### src/rtl/ir_cmd_scheduler_if.sv
// rtl/ir_cmd_scheduler_if.sv - handshake bundle between the command scheduler and the IR frame transmitter
interface ir_cmd_scheduler_if;
    logic        tx_start;
    logic        tx_busy;
    logic [34:0] tx_data35;
    logic [31:0] tx_data32;

    modport master (output tx_start, output tx_data35, output tx_data32, input tx_busy);
    modport slave  (input tx_start, input tx_data35, input tx_data32, output tx_busy);
endinterface

### src/rtl/ir_cmd_scheduler.sv
// rtl/ir_cmd_scheduler.sv - air-conditioner settings owner and IR command frame scheduler
module ir_cmd_scheduler #(
    parameter logic [22:0] HDR35       = 23'h041008,
    parameter logic [27:0] HDR32       = 28'h0080400,
    parameter int          TEMP_MIN    = 16,
    parameter int          TEMP_MAX    = 30,
    parameter int          TEMP_RESET  = 25,
    parameter int          MODE_MAX    = 4,
    parameter int          GAP_CYCLES  = 12500000,
    parameter int          ACK_TIMEOUT = 1024
) (
    input  logic                      clk,
    input  logic                      rst,
    input  logic                      btn_power,
    input  logic                      btn_mode,
    input  logic                      btn_fan,
    input  logic                      btn_temp_up,
    input  logic                      btn_temp_down,
    ir_cmd_scheduler_if.master        tx,
    output logic                      power_on,
    output logic [2:0]                mode_out,
    output logic [1:0]                fan_out,
    output logic [4:0]                temp_out,
    output logic                      pending,
    output logic                      err_timeout,
    output logic [7:0]                frame_cnt
);

    localparam int GW = $clog2(GAP_CYCLES + 1);
    localparam int TW = $clog2(ACK_TIMEOUT + 1);

    typedef enum logic [2:0] {
        IDLE,
        LOAD,
        START,
        WAIT_BUSY,
        WAIT_DONE,
        GAP
    } state_t;

    state_t      state, state_d;
    logic [GW-1:0] gap_cnt;
    logic [TW-1:0] tmo_cnt;
    logic [34:0] data35;
    logic [31:0] data32;

    logic        en;
    logic        power_d;
    logic [2:0]  mode_d;
    logic [1:0]  fan_d;
    logic [4:0]  temp_d;
    logic        changed;
    logic        pending_d;
    logic [3:0]  tc;
    logic [3:0]  chk;
    logic        start;
    logic        err;

    // Non-power buttons only act while the unit is on and power is not flipping this cycle.
    always_comb begin
        en      = power_on & ~btn_power;
        power_d = power_on ^ btn_power;
        mode_d  = mode_out;
        fan_d   = fan_out;
        temp_d  = temp_out;
        if (en && btn_mode)
            mode_d = (mode_out == 3'(MODE_MAX)) ? 3'd0 : mode_out + 3'd1;
        if (en && btn_fan)
            fan_d = fan_out + 2'd1;
        if (en && btn_temp_up && !btn_temp_down && (temp_out < 5'(TEMP_MAX)))
            temp_d = temp_out + 5'd1;
        if (en && btn_temp_down && !btn_temp_up && (temp_out > 5'(TEMP_MIN)))
            temp_d = temp_out - 5'd1;
        changed   = btn_power | (mode_d != mode_out) | (fan_d != fan_out) | (temp_d != temp_out);
        // A change in the LOAD cycle must survive the clear so it gets its own frame.
        pending_d = changed | (pending & (state != LOAD));
    end

    always_comb begin
        tc  = 4'(temp_out - 5'(TEMP_MIN));
        chk = {1'b0, mode_out} + tc + {2'b00, fan_out} + {3'b000, power_on};
    end

    always_comb begin
        state_d = state;
        start   = 1'b0;
        err     = 1'b0;
        case (state)
            IDLE:      if (pending_d) state_d = LOAD;
            LOAD:      state_d = START;
            START: begin
                if (!tx.tx_busy) begin
                    start   = 1'b1;
                    state_d = WAIT_BUSY;
                end
            end
            WAIT_BUSY: begin
                if (tx.tx_busy) begin
                    state_d = WAIT_DONE;
                end else if (tmo_cnt == TW'(ACK_TIMEOUT - 1)) begin
                    err     = 1'b1;
                    state_d = GAP;
                end
            end
            WAIT_DONE: if (!tx.tx_busy) state_d = GAP;
            GAP:       if (gap_cnt == GW'(GAP_CYCLES - 1)) state_d = IDLE;
            default:   state_d = IDLE;
        endcase
    end

    always_ff @(posedge clk or negedge rst) begin
        if (!rst) begin
            state     <= IDLE;
            power_on  <= 1'b0;
            mode_out  <= 3'd0;
            fan_out   <= 2'd0;
            temp_out  <= 5'(TEMP_RESET);
            pending   <= 1'b0;
            data35    <= '0;
            data32    <= '0;
            gap_cnt   <= '0;
            tmo_cnt   <= '0;
            frame_cnt <= 8'd0;
        end else begin
            state    <= state_d;
            power_on <= power_d;
            mode_out <= mode_d;
            fan_out  <= fan_d;
            temp_out <= temp_d;
            pending  <= pending_d;
            if (state == LOAD) begin
                data35 <= {HDR35, tc, fan_out, 1'b0, power_on, 1'b0, mode_out};
                data32 <= {HDR32, chk};
            end
            if (state == START)
                tmo_cnt <= '0;
            else if (state == WAIT_BUSY)
                tmo_cnt <= tmo_cnt + 1'b1;
            gap_cnt <= (state == GAP) ? gap_cnt + 1'b1 : '0;
            if (state == WAIT_DONE && !tx.tx_busy)
                frame_cnt <= frame_cnt + 8'd1;
        end
    end

    assign tx.tx_start  = start;
    assign tx.tx_data35 = data35;
    assign tx.tx_data32 = data32;
    assign err_timeout  = err;

endmodule
### src/flat_wrapper.sv
// flat-port wrapper written by rule: the top's interface ports become plain ports
module ir_cmd_scheduler_flat 
#(
    parameter logic [22:0] HDR35       = 23'h041008,
    parameter logic [27:0] HDR32       = 28'h0080400,
    parameter int          TEMP_MIN    = 16,
    parameter int          TEMP_MAX    = 30,
    parameter int          TEMP_RESET  = 25,
    parameter int          MODE_MAX    = 4,
    parameter int          GAP_CYCLES  = 12500000,
    parameter int          ACK_TIMEOUT = 1024
)
  (clk, rst, btn_power, btn_mode, btn_fan, btn_temp_up, btn_temp_down, power_on, mode_out, fan_out, temp_out, pending, err_timeout, frame_cnt, tx_tx_start, tx_tx_data35, tx_tx_data32, tx_tx_busy);
  ir_cmd_scheduler_if tx_i ();
  input  logic clk;
  input  logic rst;
  input  logic btn_power;
  input  logic btn_mode;
  input  logic btn_fan;
  input  logic btn_temp_up;
  input  logic btn_temp_down;
  output logic power_on;
  output logic [2:0] mode_out;
  output logic [1:0] fan_out;
  output logic [4:0] temp_out;
  output logic pending;
  output logic err_timeout;
  output logic [7:0] frame_cnt;
  output wire logic [$bits(tx_i.tx_start)-1:0] tx_tx_start;
  output wire logic [$bits(tx_i.tx_data35)-1:0] tx_tx_data35;
  output wire logic [$bits(tx_i.tx_data32)-1:0] tx_tx_data32;
  input wire logic [$bits(tx_i.tx_busy)-1:0] tx_tx_busy;
  assign tx_tx_start = tx_i.tx_start;
  assign tx_tx_data35 = tx_i.tx_data35;
  assign tx_tx_data32 = tx_i.tx_data32;
  assign tx_i.tx_busy = tx_tx_busy;
  ir_cmd_scheduler #(.HDR35(HDR35), .HDR32(HDR32), .TEMP_MIN(TEMP_MIN), .TEMP_MAX(TEMP_MAX), .TEMP_RESET(TEMP_RESET), .MODE_MAX(MODE_MAX), .GAP_CYCLES(GAP_CYCLES), .ACK_TIMEOUT(ACK_TIMEOUT)) u_core (.clk(clk), .rst(rst), .btn_power(btn_power), .btn_mode(btn_mode), .btn_fan(btn_fan), .btn_temp_up(btn_temp_up), .btn_temp_down(btn_temp_down), .tx(tx_i), .power_on(power_on), .mode_out(mode_out), .fan_out(fan_out), .temp_out(temp_out), .pending(pending), .err_timeout(err_timeout), .frame_cnt(frame_cnt));
endmodule
### config.mk
export PLATFORM = sky130hd
export DESIGN_NAME = ir_cmd_scheduler_flat
export DESIGN_NICKNAME = d
export VERILOG_FILES = /design/src/rtl/ir_cmd_scheduler_if.sv /design/src/rtl/ir_cmd_scheduler.sv /design/src/flat_wrapper.sv
export SDC_FILE = /design/constraint.sdc
export NUM_CORES = 1
export LEC_CHECK = 0
export ABC_AREA = 0
export CAP_MARGIN = 20
export CORE_UTILIZATION = 35
export DETAILED_ROUTE_END_ITERATION = 8
export PLACE_DENSITY_LB_ADDON = 0.3
export SLEW_MARGIN = 15
export SYNTH_ARGS = -nofsm -noshare
export SYNTH_HDL_FRONTEND = slang
export SYNTH_SLANG_ARGS = --single-unit
### constraint.sdc
create_clock -name clk -period 6.11 [get_ports clk]
set_clock_uncertainty 0.05 [all_clocks]
set_input_delay 1.222 -clock clk [delete_from_list [all_inputs] [get_ports clk]]
set_output_delay 1.222 -clock clk [all_outputs]
set_load 0.02 [all_outputs]
# [Word level (Yosys, flattened, before mapping)]
# Cells that the tools add are included.
[totals] reg_bits=74 in_bits=8 output_inout_bits=89 word_cells=84
[classes] addsub=11 n_lt_le_gt_ge=2 eq_ne=17 mux=20 bitwise_logic=8 n_reduce_logical=15
[ops] cell="$add A24 B1 Y24 const B" n=1
[ops] cell="$eq A24 B24 Y1 const B" n=1
[ops] cell="$mux W24" n=1
[ops] cell="$mux W3" n=8
[ops] cell="$mux W11" n=2
[ops] cell="$pmux W3 S6" n=1
[ops] cell="$add A11 B1 Y11 const B" n=1
[ops] cell="$eq A11 B10 Y1 const B" n=1
[ops] cell="$mux W5" n=2
[ops] cell="$eq A3 B3 Y1 const B" n=3
[ops] cell="$logic_and A1 B1 Y1" n=9
[ops] cell="$add A8 B1 Y8 const B" n=1
[ops] cell="$eq A3 B2 Y1 const B" n=2
[ops] cell="$add A5 B1 Y5 const B" n=1
[ops] cell="$gt A5 B5 Y1 const B" n=1
[ops] cell="$lt A5 B5 Y1 const B" n=1
[ops] cell="$mux W1" n=5
[ops] cell="$ne A5 B5 Y1" n=1
[ops] cell="$reduce_and A5 Y1" n=1
[ops] cell="$sub A5 B1 Y5 const B" n=1
[ops] cell="$add A3 B4 Y4" n=1
[ops] cell="$add A4 B1 Y4" n=1
[ops] cell="$add A4 B2 Y4" n=1
[ops] cell="$ne A2 B1 Y1 const B" n=2
[ops] cell="other kinds (17)" n=24

# [Logic depth before layout (Yosys ltp)]
# Gate-level depths: netlist (run 1).
[depth] word_depth=12 mapped_depth=6 mapped_depth_nobuf=6

# [Worst setup path after synthesis (run 1)]
# OpenSTA, ideal clock, no wires.
[synth_path] path_type="input to output" start="in tx_tx_busy" end="out err_timeout" t_arrival_ps=1719 setup_slack_ps=3119 stages=1 path_buffers=0 cell_sequence="nor3_1"
[synth_between] elab_chain_cells=2
[synth_rtl] element="start: declaration" line_no="flat_wrapper.sv:32" source="input wire logic [$bits(tx_i.tx_busy)-1:0] tx_tx_busy;"
[synth_rtl] element="$mux W1" line_no="ir_cmd_scheduler.sv:98" source="if (tx.tx_busy) begin"
[synth_rtl] element="$mux W1" line_no="ir_cmd_scheduler.sv:88" source="case (state)"
[synth_rtl] element="end: declaration" line_no="flat_wrapper.sv:27" source="output logic err_timeout;"
# No other way between the ends.

# [Final worst setup path (run 1)]
# Same ends and word-level chain as after synthesis.

==> results.md, run 1 <==
* Cts-stage hold buffer count at 0
* Chip height at 109.6 um
* DRT iter0 DRCs at 100
* Synthesized flop and latch total at 73
* Synth top area share at 43.20%
* Critical Path AT at approximately 2.6 ns
* Dominant cell type by area after synthesis: dfrtp_1
* Die W at roughly 110 um
* Switching power at 774.7 uW
* Num rows at 38
* ANT cells at 0
* WL/cell at 12.79 um
* Antenna viol nets, final at 0
* Final-report setup violation count at 0
* Share of layout cells above drive strength 1 at ~6.7%
* Longest Clk Path Bufs at 2
* Clock latency on the worst-skew pair at 0.33 ns
* Avg Inst Size Synth at 9.701 sq um
* Reg clk slew, reported paths at 0.06 ns
* Leakage power at 2.058 nW
* # DRC at 0
* Sw Ratio at 38.08%
* GRT overflow at 0
* Peak VDD IR at between 300 and 400 uV
* Commonest cells in the synthesized netlist: 70 x dfrtp_1, 52 x buf_4, 47 x nand2_1, 25 x nor2_1, 20 x xnor2_1
* Worst path required time at 4.84 ns
* Initial antenna violation count at 0
* Slew @ Worst Pin at between 0.9 and 1 ns
* Port buffer count at 48
* Final Hold Vio Count at 0
* First-pass GRT wire length at about 13000 um
* Library cells used by synthesis at 51
* Crit Path Category: input port to primary output
* Ys flop type: dfrtp_1
* Worst R2R Path Depth at 4
* Via density at slightly below 5
* Core box area at between 0.01 and 0.015 sq mm
* Gr usage total at 14.43%
* Largest net degree at the start of global routing at 74
* Crit Reg-Reg Endpoint: u_core.state[0]$_DFFE_PN0P_
* Sequential Power Share at 36.3%
* Startpoint Class: input port
* Post-Route WL at 7753 um
* Final GP Congestion at 0.8030
* Comb power frac at between 30% and 40%
* Ranking of synthesized cells by area: dfrtp_1 43%, buf_4 9.6%, nand2_1 4.4%
* Vias at 2934
* Max Freq at 259.1 MHz
* FF-to-FF Start: u_core.state[0]$_DFFE_PN0P_
* Synthesis-to-layout area growth at 16.91%
* Area post-placement at ~0.0045 sq mm
* Setup crit end kind: primary output
* Hold crit path type: flop to flop
* Number of clock sinks at 73
* Router iterations before antenna repair at 4
* Setup tns final at 0 ns
* Reg-to-reg slack, setup at 3.88 ns
* PostCTS Resize Cnt at 0
* Max-slew violations at 0
* Max cap viols at 0
* Vias in the first global route at ~2800
* Clock root cell: clkbuf_16
* Syn Inst Count at 418
* H-tree level count at 3
* Synth async-reset ratio at 100.0%
* Ports at 97
* Hold Startpoint: u_core.frame_cnt[7]$_DFFE_PN0P_
* RSZ-0062 raised after global routing: no
* Top-count cell post-synth: dfrtp_1
* WHS at 0.4156 ns
* Cell area after layout at 0.004741 sq mm
* Clock power frac at 25.3%
* Final worst-path cycle share at 63.16%
* Syn Std Cell Area at between 0.004 and 0.005 sq mm
* CP Max Fanout at 6
* Internal power at around 1.3 mW
* Slew headroom at 39.28%
* Filler cell count at 1091
* Seq/Total Area, Yosys at 45.14%
* Final nets at 484
* Hold Path Stages at 1
* Hpwl dp at around 5500 um
* Pwr Total at slightly above 2 mW
* Die area at 0.01202 sq mm
* CTS buffer count at 9
* Power per cell area at 429.1 mW/mm^2
* Status: complete, no violations
* Synth warn at 0
* Initial core utilization at roughly 37%
* Hold Path Sink: u_core.frame_cnt[7]$_DFFE_PN0P_
* Post-CTS Setup Repair Bufs at 0
* CTS tree: done
* Final min period at 3.859 ns
* Post-synth EDFFs at 0
[worst max-delay path, cell delays in order]
cell,delay (ns)
clkdlybuf4s50_1,0.51
nor3_1,0.22
clkdlybuf4s50_1,0.64
[worst max-delay path by stage]
stage	start	to	slack [ns]	cells after the start
floorplan	tx_tx_busy	err_timeout	3.12	1
global placement	tx_tx_busy	err_timeout	2.27	3
detailed placement	tx_tx_busy	err_timeout	2.26	3
CTS	tx_tx_busy	err_timeout	2.24	3
global route	tx_tx_busy	err_timeout	2.15	3
finish	tx_tx_busy	err_timeout	2.25	3
[power by group through the flow]
stage               Combinational, mW  Clock [mW]  Sequential [mW]
floorplan                       0.461           0            0.788
global route                    0.875       0.545            0.761
finish                          0.782       0.514            0.738
global placement                0.764           0            0.744
CTS                             0.794       0.526            0.739
detailed placement              0.793           0            0.746
[metrics by stage]
stage / setup slack (ns) / utilization (%) / cells
6_report: 2.251 / 42.79 / 606
5_1_grt: 2.146 / 42.79 / 606
4_1_cts: 2.239 / 42.79 / 606
3_5_place_dp: 2.256 / 40.19 / 590
3_3_place_gp: 2.265 / 40.19 / 590
2_1_floorplan: 3.119 / - / 465
[cell families (layout without fill, tap and decap cells)]
logic type,after synthesis,count (layout),share of synthesized area (%)
multiplexers,3,3,0.8022
AND/OR/NAND/NOR,158,158,21.26
buffers and inverters,79,80,12.19
adder cells (fa/ha/maj),15,15,5.184
other,1,48,0.09248
AO/OA/AOI/OAI,56,56,8.207
flip-flops,73,73,45.14
XOR/XNOR,33,33,7.127
[flip-flops by register name, indices dropped and copies added, names as in the netlist, 2 cells and up]
signal and count:
u_core.fan_out 2, u_core.frame_cnt 8, u_core.gap_cnt 24, u_core.mode_out 3, u_core.state 3, u_core.temp_out 5, u_core.tmo_cnt 11, u_core.tx.tx_data32 4
u_core.tx.tx_data35 11
[area by class of cell]
class                   count  area [sq um]  share of cell area, %
flip-flops and latches     73          1831                  38.61
well taps                 140         175.2                  3.695
repair buffers             49         483.0                  10.19
clock buffers              11         232.7                  4.909
clock inverters             5         56.30                  1.188
inverters                  15         56.30                  1.188
multi-input cells         313          1907                  40.22
[placed cells by master (no fill, tap or decap), drive strengths merged, types with 5 or more instances in the layout]
master / synthesis / routed
nand4: 11 / 11
ha: 12 / 12
or4: 8 / 8
nor4: 6 / 6
clkdlybuf4s50: 0 / 47
xor2: 13 / 13
a21oi: 17 / 17
nand2: 47 / 47
nand3: 18 / 18
o21ai: 19 / 19
and4: 5 / 5
dfrtp: 70 / 70
and3: 5 / 5
or3: 10 / 10
xnor2: 20 / 20
o31ai: 6 / 6
conb: 1 / 48
inv: 15 / 15
nor2: 25 / 25
clkbuf: 9 / 11
nor3: 6 / 6
[per-layer routing]
metal,track usage (%),vias to the layer above,routed length (um)
met2,23.32,66,3716
met1,18.68,1423,3672
li1,-,1437,-
met3,3.557,8,244
met5,0,-,0
met4,5.333,0,121
No activity file was read; power rests on OpenSTA's default activity.
==> run 2, diff against run 1 <==
==> constraint.sdc (replaced) <==
create_clock -name clk -period 3.15 [get_ports clk]
set_clock_uncertainty 0.05 [all_clocks]
set_input_delay 0.63 -clock clk [delete_from_list [all_inputs] [get_ports clk]]
set_output_delay 0.63 -clock clk [all_outputs]
set_load 0.02 [all_outputs]
==> run 2 against run 1 <==
- clock power increased by 130%
- combinational power grew 93%
- sequential cell count did not move
- sequential power rose by 94%
- count of clock-buffer cells in the layout is 1 higher
- first-iteration DRC count rose by 5.0%
- non-clock buffer count up 4
- global-route usage rose by 0.32 points
- wire length grew 1.6%
- critical path depth did not move
- critical path type unchanged
- critical endpoint is now tx_tx_start
==> results.md, run 2 (synthesized netlist as in run 1, its figures left out) <==
* Crit-path max cell delay at 0.63 ns (was 0.64 ns)
* Final-report setup violation count at 0 (unchanged)
* Post-Route WL at 7875 um (was 7753 um)
* DRT iter0 DRCs at 105 (was 100)
* Largest net degree at the start of global routing at 38 (was 74)
* Final GP Congestion at 0.8179 (was 0.8030)
* Leakage power at 2.135 nW (was 2.058 nW)
* Power per cell area at 852.9 mW/mm^2 (was 429.1 mW/mm^2)
* Via density at 4.823 (was 4.842)
* Core box area at 0.01108 sq mm (unchanged)
* Most frequent cells in the layout: 70 x dfrtp_1, 48 x conb_1, 47 x nand2_1, 46 x clkdlybuf4s50_1, 25 x nor2_1 (was 70 x dfrtp_1, 48 x conb_1, 47 x nand2_1, 47 x clkdlybuf4s50_1, 25 x nor2_1)
* Clock latency on the worst-skew pair at 0.33 ns (about the same)
* Max-slew violations at 0 (unchanged)
* Initial antenna violation count at 0 (unchanged)
* Longest Clk Path Bufs at 2 (unchanged)
* Placed cells at 594 (was 590)
* Ports at 97 (unchanged)
* Number of clock sinks at 73 (unchanged)
* Crit Path Category: input port to primary output (unchanged)
* CP Max Fanout at 6 (unchanged)
* Final min period at approximately 2.7 ns
* Worst path required time at 2.47 ns (was 4.84 ns)
* Crit-path slowest cell: clkdlybuf4s50_1 (unchanged)
* Gr usage total at 14.74% (was 14.43%)
* First-pass GRT wire length at 13590 um (was 13230 um)
* Setup crit end kind: primary output (unchanged)
* Synthesis-to-layout area growth at 19.65% (was 16.91%)
* ANT cells at 0 (unchanged)
* RSZ-0062 raised after global routing: no (unchanged)
* Max reg flops at 24 (unchanged)
* Clock root cell: clkbuf_16 (unchanged)
* Met3 wire len at 337 um (was 244 um)
* Final WS setup at 0.4600 ns (was 2.251 ns)
* Critical Path AT at 2.01 ns (was 2.59 ns)
* Slew headroom at 53.56% (was 39.28%)
* Chip height at 109.6 um (unchanged)
* CTS tree: done (unchanged)
* Layout Cells excl Fill at 610 (was 606)
* Max cap viols at 0 (unchanged)
* Peak VDD IR at 575.2 uV (was 323.2 uV)
* Final worst-path cycle share at 85.40%
* Cts-stage hold buffer count at 0 (unchanged)
* Metal2 WL at 3762 um (was 3716 um)
* Reg clk slew, reported paths at 0.06 ns (about the same)
* H-tree level count at 3 (unchanged)
* Worst path top cell family by delay: buffers and inverters (unchanged)
* GRT overflow at 0 (unchanged)
* Most common cell after layout, fill and taps aside: dfrtp_1 (unchanged)
* Vias at 2942 (was 2934)
* Final Hold Vio Count at 0 (unchanged)
* Top Metal Used: met4 (unchanged)
* Share of layout cells above drive strength 1 at 7.660% (was 6.652%)
* Router iterations before antenna repair at 5 (was 4)
* Met1 wire length at 3636 um (was 3672 um)
* Vias in the first global route at 2799 (was 2782)
* Port buffer count at 48 (unchanged)
* Num rows at 38 (unchanged)
* Hpwl dp at 5737 um (was 5510 um)
* Die W at 109.6 um (unchanged)
* Register bank with the most flops: u_core.gap_cnt (unchanged)
* Hold crit path type: input port to async pin (was flop to flop)
* Slew @ Worst Pin at 0.6965 ns (was 0.9108 ns)
* Worst-path cell chain: clkdlybuf4s50_1 -> nor3_1 -> clkdlybuf4s50_1 (unchanged)
* Buffers plus inverters on the worst setup path at 2 (unchanged)
* WL/cell at 12.91 um (was 12.79 um)
* Die area at 0.01202 sq mm (unchanged)
* Final nets at 488 (was 484)
* Setup tns final at 0 ns (unchanged)
* PostCTS Resize Cnt at 0 (unchanged)
* Max Freq at 371.8 MHz
* Startpoint Class: input port (unchanged)
* Initial core utilization at 36.60% (unchanged)
* Pre-CTS setup slack at 0.4613 ns (was 2.256 ns)
* Post-CTS Setup Repair Bufs at 0 (unchanged)
* Antenna viol nets, final at 0 (unchanged)
* Status: complete, no violations (unchanged)
* CP most frequent cell: clkdlybuf4s50_1 (unchanged)
* # DRC at 0 (unchanged)
* WHS at 0.1998 ns (was 0.4156 ns)
* CTS buffer count at 9 (unchanged)
==> run 2: changes by cell type in the layout (fill, tap and decap cells not counted), sizes merged <==
| cell | change |
|---|---|
| clkinv | -3 |
| clkinvlp | -1 |
| bufinv | +2 |
| inv | +1 |
| clkdlybuf4s50 | -1 |
| dlymetal6s2s | +1 |
| clkbuf | +1 |
| buf | +4 |
==> run 2: layout make-up <==
cell class | count | area, sq um
clock buffer | 12 | 256.5
clock inverter | 4 | 98.84
fill | 1064 | 6226
inverter | 15 | 56.30
multi-input combinational | 313 | 1907
sequential | 73 | 1831
tap | 140 | 175.2
timing repair buffer | 53 | 528.0
==> run 2: through the flow <==
stage	total power [mW]	util, %	instance area (sq um)
floorplan	2.423	-	4232
global placement	2.957	40.57	4494
detailed placement	2.978	40.57	4494
CTS	4.197	43.78	4850
global route	4.431	43.80	4852
finish	4.139	43.80	4852
==> run 2: path summary, 6_finish.rpt <==
path                                                    start                                  to  slack, ns  cells past startpoint
min reg2reg                u_core.tx.tx_data32[3]$_DFFE_PN0P_  u_core.tx.tx_data32[3]$_DFFE_PN0P_       0.43                      2
min in group clk           u_core.tx.tx_data32[3]$_DFFE_PN0P_  u_core.tx.tx_data32[3]$_DFFE_PN0P_       0.43                      2
max reg2reg                       u_core.gap_cnt[0]$_DFF_PN0_        u_core.gap_cnt[20]$_DFF_PN0_       0.97                      5
max                                                tx_tx_busy                         tx_tx_start       0.46                      3
min                                                       rst        u_core.temp_out[2]$_DFF_PN0_       0.20                      1
max in group asynchronous                                 rst     u_core.frame_cnt[7]$_DFFE_PN0P_       2.20                      2
==> run 2: worst reg2reg max path, stage by stage (launching register included) <==
cell     delay, ns
dfrtp_1       0.39
ha_1          0.25
nand4_2       0.18
or3_1         0.54
or4_1         0.54
a21oi_1       0.15
==> run 2: report_power, final <==
group | switching (mW) | internal (mW) | total (mW)
clock | 0.378 | 0.820 | 1.20
sequential | 0.276 | 1.15 | 1.43
combinational | 0.828 | 0.684 | 1.51
==> run 2: metal layers <==
| layer | up-vias | GRT usage [%] |
|---|---|---|
| met2 | 80 | 23.09 |
| met5 | - | 0 |
| met4 | 0 | 6.476 |
| li1 | 1446 | - |
| met1 | 1402 | 19.36 |
| met3 | 14 | 3.557 |
